### src/rtl/pe_gather_fifo.sv
// Width-converting ring FIFO: pushes WR_N elements per row and presents up to
// RD_N oldest elements first-word-fall-through, retiring 0..RD_N per cycle.
module pe_gather_fifo #(
   parameter int WIDTH = 8,
   parameter int WR_N  = 4,
   parameter int RD_N  = 2,
   parameter int DEPTH = 4,
   localparam int CAP  = WR_N * DEPTH,
   localparam int PW   = $clog2(CAP),
   localparam int CW   = $clog2(CAP) + 1,
   localparam int NW   = $clog2(RD_N + 1)
) (
   input  logic                       clk,
   input  logic                       rst_n,
   input  logic                       flush,
   input  logic                       psh,
   input  logic [WR_N-1:0][WIDTH-1:0] din,
   output logic                       psh_rdy,
   input  logic [NW-1:0]              pop,
   output logic [RD_N-1:0][WIDTH-1:0] dout,
   output logic [NW-1:0]              avail,
   output logic [CW-1:0]              cnt,
   output logic                       ovf,
   output logic                       udf
);

   // Producer side: a row is accepted when psh && psh_rdy; psh while !psh_rdy
   // is dropped and flagged. Consumer side: dout[0..avail-1] are valid, and
   // pop elements are retired when pop <= avail; larger pops are ignored.

   logic [WIDTH-1:0] ring_q [CAP];
   logic [WIDTH-1:0] ring_d [CAP];
   logic [PW-1:0]    rptr_q, rptr_d;
   logic [PW-1:0]    wptr_q, wptr_d;
   logic [CW-1:0]    cnt_q, cnt_d;
   logic             ovf_q, ovf_d;
   logic             udf_q, udf_d;
   logic             psh_ok, pop_bad, pop_ok;

   // Operands never exceed 2*CAP-1, so one conditional subtract is a full modulo.
   function automatic logic [PW-1:0] wrap(input int s);
      return (s >= CAP) ? PW'(s - CAP) : PW'(s);
   endfunction

   assign psh_rdy = (cnt_q <= CW'(CAP - WR_N));
   assign avail   = (cnt_q >= CW'(RD_N)) ? NW'(RD_N) : NW'(cnt_q);
   assign cnt     = cnt_q;
   assign ovf     = ovf_q;
   assign udf     = udf_q;

   assign psh_ok  = psh && psh_rdy;
   assign pop_bad = (pop > avail);
   assign pop_ok  = !pop_bad && (pop != '0);

   always_comb begin
      for (int j = 0; j < RD_N; j++) begin
         dout[j] = (j < int'(avail)) ? ring_q[wrap(int'(rptr_q) + j)] : '0;
      end
   end

   always_comb begin
      ring_d = ring_q;
      rptr_d = rptr_q;
      wptr_d = wptr_q;
      cnt_d  = cnt_q;
      ovf_d  = ovf_q;
      udf_d  = udf_q;
      if (flush) begin
         rptr_d = '0;
         wptr_d = '0;
         cnt_d  = '0;
         ovf_d  = 1'b0;
         udf_d  = 1'b0;
      end else begin
         if (psh && !psh_rdy) ovf_d = 1'b1;
         if (pop_bad)         udf_d = 1'b1;
         if (psh_ok) begin
            for (int i = 0; i < WR_N; i++) begin
               ring_d[wrap(int'(wptr_q) + i)] = din[i];
            end
            wptr_d = wrap(int'(wptr_q) + WR_N);
         end
         if (pop_ok) rptr_d = wrap(int'(rptr_q) + int'(pop));
         cnt_d = cnt_q + (psh_ok ? CW'(WR_N) : '0) - (pop_ok ? CW'(pop) : '0);
      end
   end

   always_ff @(posedge clk or negedge rst_n) begin
      if (!rst_n) begin
         for (int k = 0; k < CAP; k++) ring_q[k] <= '0;
         rptr_q <= '0;
         wptr_q <= '0;
         cnt_q  <= '0;
         ovf_q  <= 1'b0;
         udf_q  <= 1'b0;
      end else begin
         ring_q <= ring_d;
         rptr_q <= rptr_d;
         wptr_q <= wptr_d;
         cnt_q  <= cnt_d;
         ovf_q  <= ovf_d;
         udf_q  <= udf_d;
      end
   end

endmodule

### config.mk
export PLATFORM = sky130hd
export DESIGN_NAME = pe_gather_fifo
export DESIGN_NICKNAME = d
export VERILOG_FILES = /design/src/rtl/pe_gather_fifo.sv
export SDC_FILE = /design/constraint.sdc
export NUM_CORES = 1
export LEC_CHECK = 0
export ABC_AREA = 1
export CAP_MARGIN = 10
export CORE_MARGIN = 2
export CORE_UTILIZATION = 55
export DETAILED_ROUTE_END_ITERATION = 8
export PLACE_DENSITY = 0.74
export REMOVE_ABC_BUFFERS = 1
export SETUP_SLACK_MARGIN = 0.2
export SLEW_MARGIN = 20
export SYNTH_ARGS = -nofsm -noshare
export SYNTH_HDL_FRONTEND = slang
export SYNTH_SLANG_ARGS = --single-unit
### constraint.sdc
create_clock -name clk -period 6.45 [get_ports clk]
set_input_delay 1.29 -clock clk [delete_from_list [all_inputs] [get_ports clk]]
set_output_delay 1.29 -clock clk [all_outputs]
set_load 0.05 [all_outputs]
==> flow_metrics.env, run 1 <==
export IMPL_hpwl_um=15900
export IMPL_crit_family="buffers and inverters"
export IMPL_synth_most_common_cell="nand2_1"
export IMPL_cp_cell_sequence="ha_1 -> xnor2_4 -> inv_1 -> nand3_1 -> nand3_1 -> nand2_1 -> nor2_1 -> clkdlybuf4s50_1"
export IMPL_synth_top_cells_by_area="dfrtp_1 40%, nand2_1 26%, nand3_1 16%"
export IMPL_slew_viol_final=0
export IMPL_post_cts_repair_setup_buffers=0
export IMPL_clockBufferDepth=2
export IMPL_critical_path_class="flip-flop to output port"
export IMPL_dp_slack_ns=1.74
export IMPL_synthesis_area_um2=8810
export IMPL_grt_use_total_pct=33.5
export IMPL_post_synth_top_area_cell="dfrtp_1"
export IMPL_powerDensity_nw_per_um2=574
export IMPL_dieWidth_um=131
export IMPL_drive_gt1_share_pct=4.21
export IMPL_rsz0062_at_grt="false"
export IMPL_relSlewSlack_pct=26.2
export IMPL_drc=0
export IMPL_syn_area_per_cell_um2=6.72
export IMPL_vias=8901
export IMPL_worstPathRequired_ns=5.16
export IMPL_min_period_ns=5.16
export IMPL_drtPass1Iterations=5
export IMPL_fin_ws_ns=1.29
export IMPL_antenna_found_initial=0
export IMPL_timing_hold_ws_ns=0.473
export IMPL_drt_wirelength_per_cell_um=17.6
export IMPL_n_antenna_cell=0
export IMPL_place_congestion=0.877
export IMPL_gr_usage_met3_pct=6.76
export IMPL_grt_first_pass_wirelength_um=43500
export IMPL_drtIter0Drc=1179
export IMPL_setup_viol=0
export IMPL_cts_tree="built"
export IMPL_fin_nets=1380
export IMPL_tightestPinTransition_ns=1.10
export IMPL_syn_to_final_growth_pct=13.4
export IMPL_ios=64
export IMPL_max_stage_delay_ns=0.71
export IMPL_cp_arrival_ns=3.87
export IMPL_initial_utilization_pct=55.8
export IMPL_grt_pass1_vias=8214
export IMPL_yosys_area_top_type_share_pct=40.1
export IMPL_routed_wirelength_um=27200
export IMPL_synth_cell_types=28
export IMPL_synth_seq_cells=141
export IMPL_clock_sink_count=141
export IMPL_fin_skew_ns=0.00849
export IMPL_crit_top_cell="nand3_1"
export IMPL_drv_cap=0
export IMPL_clk_pin_slew_ns=0.06
export IMPL_postCtsHoldBufs=0
export IMPL_ir_drop_v=0.000356
export IMPL_die_h_um=131
export IMPL_cts_buffers=17
export IMPL_grt_busiest_layer="met2"
export IMPL_place_inst=1515
export IMPL_grt_use_met2_pct=51.3
export IMPL_use_met1_pct=45.9
export IMPL_cts_resized=0
export IMPL_drtAntennaViolNets=0
export IMPL_p_leak_nw=4.98
export IMPL_cp_start_kind="flip-flop"
export IMPL_synth_cells_most_frequent="605 x nand2_1, 288 x nand3_1, 141 x dfrtp_1, 53 x nor2_1, 50 x clkbuf_1"
export IMPL_synth_edff_count=0
export IMPL_core_rowCount=46
export IMPL_grt_max_degree=95
export IMPL_hold_viol_final=0
export IMPL_fp_dieArea_um2=17000
export IMPL_ys_warnings_count=0
export IMPL_min_path_type="flip-flop to flip-flop"
export IMPL_clockRootBuffer="clkbuf_16"
export IMPL_clock_latency_ns=0.43
export IMPL_ys_async_sr_fraction_pct=100
export IMPL_netlist_instances=1311
export IMPL_ys_seq_area_share_pct=40.1
export IMPL_fin_setup_tns_ns=0
export IMPL_portBuffers=63
export IMPL_status="complete, no violations"
export IMPL_max_freq_mhz=194
export IMPL_critical_path_buf_inv_count=2
export IMPL_core_area_um2=15800
export IMPL_h_tree_depth=4
export IMPL_grt_remaining_overflow=0
export IMPL_final_period_utilization_pct=80.0
export IMPL_synthFlopType="dfrtp_1"
export IMPL_critPathMaxFanout=41
export IMPL_cp_end_kind="output port"
export IMPL_stdcell_count=1546
export IMPL_critPathSlowestCell="clkdlybuf4s50_1"
export IMPL_drt_vias_per_instance=5.76
## report_power, final
group          total, mW  leakage [nW]  internal (mW)  switching (mW)
clock              0.944         0.269          0.567           0.377
sequential          1.55          1.85           1.22           0.331
combinational       3.24          2.86           1.04            2.20
total               5.73          4.98           2.83            2.91
## metal layers
layer / vias up / routed length, um
met2: 437 / 12300
li1: 4215 / -
met3: 83 / 2590
met1: 4166 / 11200
met4: 0 / 1090
met5: - / 0
## per-stage QoR
step	power (mW)	util, %	cell area (um2)
floorplan	3.70	-	8380
global placement	4.70	59.8	9430
detailed placement	4.74	59.8	9430
CTS	5.70	63.3	9980
global route	6.15	63.3	9980
finish	5.73	63.3	9980
## flip-flops by register name, summed over array words and instances (netlist names)
| register | flops |
|---|---|
| ring_q | 128 |
| cnt | 5 |
| rptr_q | 4 |
| wptr_q | 2 |
| ovf | 1 |
| udf | 1 |
## placed cells by master (no fill, tap or decap), types with 2 or more instances in the layout
cell / netlist / layout
a21oi_1: 13 / 13
and3_1: 2 / 2
buf_4: 12 / 19
clkbuf_1: 50 / 4
clkbuf_16: 0 / 17
clkbuf_8: 0 / 4
clkdlybuf4s50_1: 0 / 62
clkinv_1: 4 / 3
clkinv_2: 1 / 4
clkinvlp_4: 0 / 2
dfrtp_1: 141 / 140
fa_1: 2 / 2
ha_1: 22 / 22
inv_1: 32 / 32
inv_2: 2 / 3
nand2_1: 605 / 605
nand3_1: 288 / 288
nand3b_1: 32 / 32
nor2_1: 53 / 53
o21ai_0: 10 / 10
## final timing paths
kind | startpoint | to | slack, ns | cells past startpoint
min | ring_q[70] | ring_q[70] | 0.47 | 2
min reg2reg | ring_q[70] | ring_q[70] | 0.47 | 2
max reg2reg | cnt[4] | cnt[3] | 3.51 | 17
min in group asynchronous | rst_n | ring_q[86] | 0.91 | 1
max in group asynchronous | rst_n | ring_q[56] | 4.32 | 2
max | rptr_q[0] | dout[13] | 1.29 | 8
## worst register-to-register path, cell delays in order (launching register included)
cell	delay, ns
dfrtp_1	0.38
inv_1	0.11
ha_1	0.19
o21ai_0	0.07
nand2_1	0.09
nor2_1	0.19
ha_1	0.28
nand2_1	0.06
nand2_1	0.10
o21ai_0	0.20
nor2_1	0.09
ha_1	0.19
inv_1	0.06
ha_1	0.13
inv_1	0.06
fa_1	0.39
xor2_1	0.17
nor2_1	0.05
## logic make-up after synthesis
family / count (synthesis) / share of synthesized area, %
AOI/OAI and AO/OA: 25 / 1.48
xor gates and xnor gates: 4 / 0.696
adders and majority gates: 24 / 3.58
buffers and inverters: 133 / 6.52
DFF: 141 / 40.1
and+or+nand+nor: 984 / 47.7
## area by class of cell
type                    instances  area, um2
inverters                      39        148
well taps                     216        270
clock inverters                 6       60.1
fillers                      1495       5790
multi-input cells            1037       4700
clock buffers                  25        495
repair buffers                 82        774
flip-flops and latches        141       3530
Note: power is estimated with default switching activity, not from simulation.
==> run 2, diff against run 1 <==
--- a/config.mk
+++ b/config.mk
@@ -8,9 +8,9 @@
 export ABC_AREA = 1
 export CAP_MARGIN = 10
 export CORE_MARGIN = 2
-export CORE_UTILIZATION = 55
+export CORE_UTILIZATION = 54
 export DETAILED_ROUTE_END_ITERATION = 8
-export PLACE_DENSITY = 0.74
+export PLACE_DENSITY = 0.76
 export REMOVE_ABC_BUFFERS = 1
 export SETUP_SLACK_MARGIN = 0.2
 export SLEW_MARGIN = 20
==> constraint.sdc (replaced) <==
create_clock -name clk -period 4.6 [get_ports clk]
set_input_delay 0.92 -clock clk [delete_from_list [all_inputs] [get_ports clk]]
set_output_delay 0.92 -clock clk [all_outputs]
set_load 0.05 [all_outputs]
==> flow_metrics.env, run 2 (same netlist as run 1, synthesis figures left out) <==
export IMPL_status="complete, no violations"
export IMPL_postCtsHoldBufs=0
export IMPL_max_stage_delay_ns=0.91
export IMPL_dieWidth_um=132
export IMPL_fin_skew_ns=0.00535
export IMPL_clk_pin_slew_ns=0.06
export IMPL_r2r_slack_ns=1.74
export IMPL_hold_path_depth=2
export IMPL_drt_wirelength_per_cell_um=17.3
export IMPL_grt_first_pass_wirelength_um=42700
export IMPL_hold_viol_final=0
export IMPL_critical_path_class="flip-flop to output port"
export IMPL_die_h_um=132
export IMPL_tightestPinTransition_ns=0.949
export IMPL_drtAntennaViolNets=0
export IMPL_fin_nets=1387
export IMPL_utilization_pct=64.0
export IMPL_drt_vias_per_instance=5.78
export IMPL_dr_wl_met3_um=2550
export IMPL_syn_to_final_growth_pct=15.4
export IMPL_cts_tree="built"
export IMPL_clock_sink_count=141
export IMPL_cp_start_kind="flip-flop"
export IMPL_place_congestion=0.858
export IMPL_final_period_utilization_pct=87.4
export IMPL_clockRootBuffer="clkbuf_16"
export IMPL_drv_cap=0
export IMPL_antenna_found_initial=0
export IMPL_final_cell_mix="605 x nand2_1, 288 x nand3_1, 140 x dfrtp_1"
export IMPL_min_period_ns=4.02
export IMPL_n_antenna_cell=0
export IMPL_cp_end_kind="output port"
export IMPL_cts_resized=0
export IMPL_h_tree_depth=4
export IMPL_clockBufferDepth=2
export IMPL_fp_dieArea_um2=17300
export IMPL_largest_register_ffs=128
export IMPL_grt_pass1_vias=8150
export IMPL_ios=64
export IMPL_fillCellCount=1449
export IMPL_wl_met2_um=12600
export IMPL_multiInputGateArea_um2=4700
export IMPL_ir_drop_v=0.000627
export IMPL_initial_utilization_pct=55.4
export IMPL_worstPathRequired_ns=3.68
export IMPL_powerDensity_nw_per_um2=834
export IMPL_max_freq_mhz=249
export IMPL_r2r_end="cnt[4]"
export IMPL_hold_path_startpoint="ring_q[86]"
export IMPL_p_leak_nw=5.08
export IMPL_critPathMaxFanout=17
export IMPL_grt_max_degree=96
export IMPL_grt_use_total_pct=30.9
export IMPL_r2r_cells=20
export IMPL_drtIter0Drc=1227
export IMPL_routed_wirelength_um=26800
export IMPL_cp_cell_sequence="xnor2_4 -> buf_4 -> inv_1 -> nand3_1 -> nand3_1 -> nand2_1 -> nor2_1 -> buf_12"
export IMPL_cp_arrival_ns=3.10
export IMPL_vias=8964
export IMPL_drtPass1Iterations=9
export IMPL_drc=0
export IMPL_r2r_start="cnt[3]"
export IMPL_critPathSlowestCell="dfrtp_1"
export IMPL_mostFrequentLayoutCell="nand2_1"
export IMPL_slew_viol_final=0
export IMPL_setup_viol=0
export IMPL_hpwl_um=15900
export IMPL_cts_buffers=17
export IMPL_top_register="ring_q"
export IMPL_drive_gt1_share_pct=5.55
export IMPL_wl_met1_um=11100
export IMPL_grt_remaining_overflow=0
export IMPL_regArea_um2=3530
export IMPL_post_cts_repair_setup_buffers=0
export IMPL_p_total_mw=8.48
export IMPL_portBuffers=63
export IMPL_routed_top_layer="met4"
export IMPL_crit_top_cell="nand3_1"
export IMPL_min_to="ring_q[86]"
export IMPL_core_rowCount=46
export IMPL_relSlewSlack_pct=36.7
export IMPL_clock_latency_ns=0.43
export IMPL_rsz0062_at_grt="false"
export IMPL_core_area_um2=15900
export IMPL_min_path_type="flip-flop to flip-flop"
==> run 2: worst max-delay path by stage <==
| stage | from | end | cells past startpoint |
|---|---|---|---|
| 3_3_place_gp | rptr_q[2] | dout[11] | 8 |
| 5_1_grt | rptr_q[0] | dout[13] | 10 |
| 3_5_place_dp | rptr_q[0] | dout[8] | 10 |
| 6_report | rptr_q[2] | dout[14] | 8 |
| 4_1_cts | rptr_q[0] | dout[13] | 10 |
| 2_1_floorplan | rptr_q[0] | dout[6] | 8 |
==> run 2: critical path: cells and delay by family, from the launching register on <==
kind | cells | cell delay, ns
xor gates and xnor gates | 1 | 0.12
DFF | 1 | 0.91
and+or+nand+nor | 4 | 0.60
buffers and inverters | 3 | 1.05
==> run 2: metal layers <==
layer,vias to the layer above,global-route usage (%)
met3,54,6.40
li1,4222,-
met1,4228,43.4
met4,0,8.03
met2,460,49.0
met5,-,0
==> run 2: through the flow <==
step                area [um2]  setup TNS [ns]  setup slack [ns]  hold WS, ns  instances
detailed placement        9650               0              1.17        0.463       1522
floorplan                 8380          -19.09             -1.64        0.442       1217
CTS                      10200               0             0.706        0.477       1550
global placement          9650               0              1.19        0.457       1522
finish                   10200               0             0.578        0.482       1550
global route             10200               0             0.515        0.522       1550
==> run 2: area by class of cell <==
class / count / area share, %
multi-input cells: 1037 / 46.3
flip-flops and latches: 141 / 34.8
repair buffers: 89 / 9.84
clock buffers: 26 / 4.91
well taps: 216 / 2.66
inverters: 39 / 1.45
clock inverters: 2 / 0.0985
==> run 2: power breakdown <==
group	leakage (nW)	switching [mW]	internal [mW]
Combinational	2.98	3.22	1.87
Sequential	1.85	0.436	1.71
Clock	0.252	0.504	0.732
Total	5.08	4.16	4.31
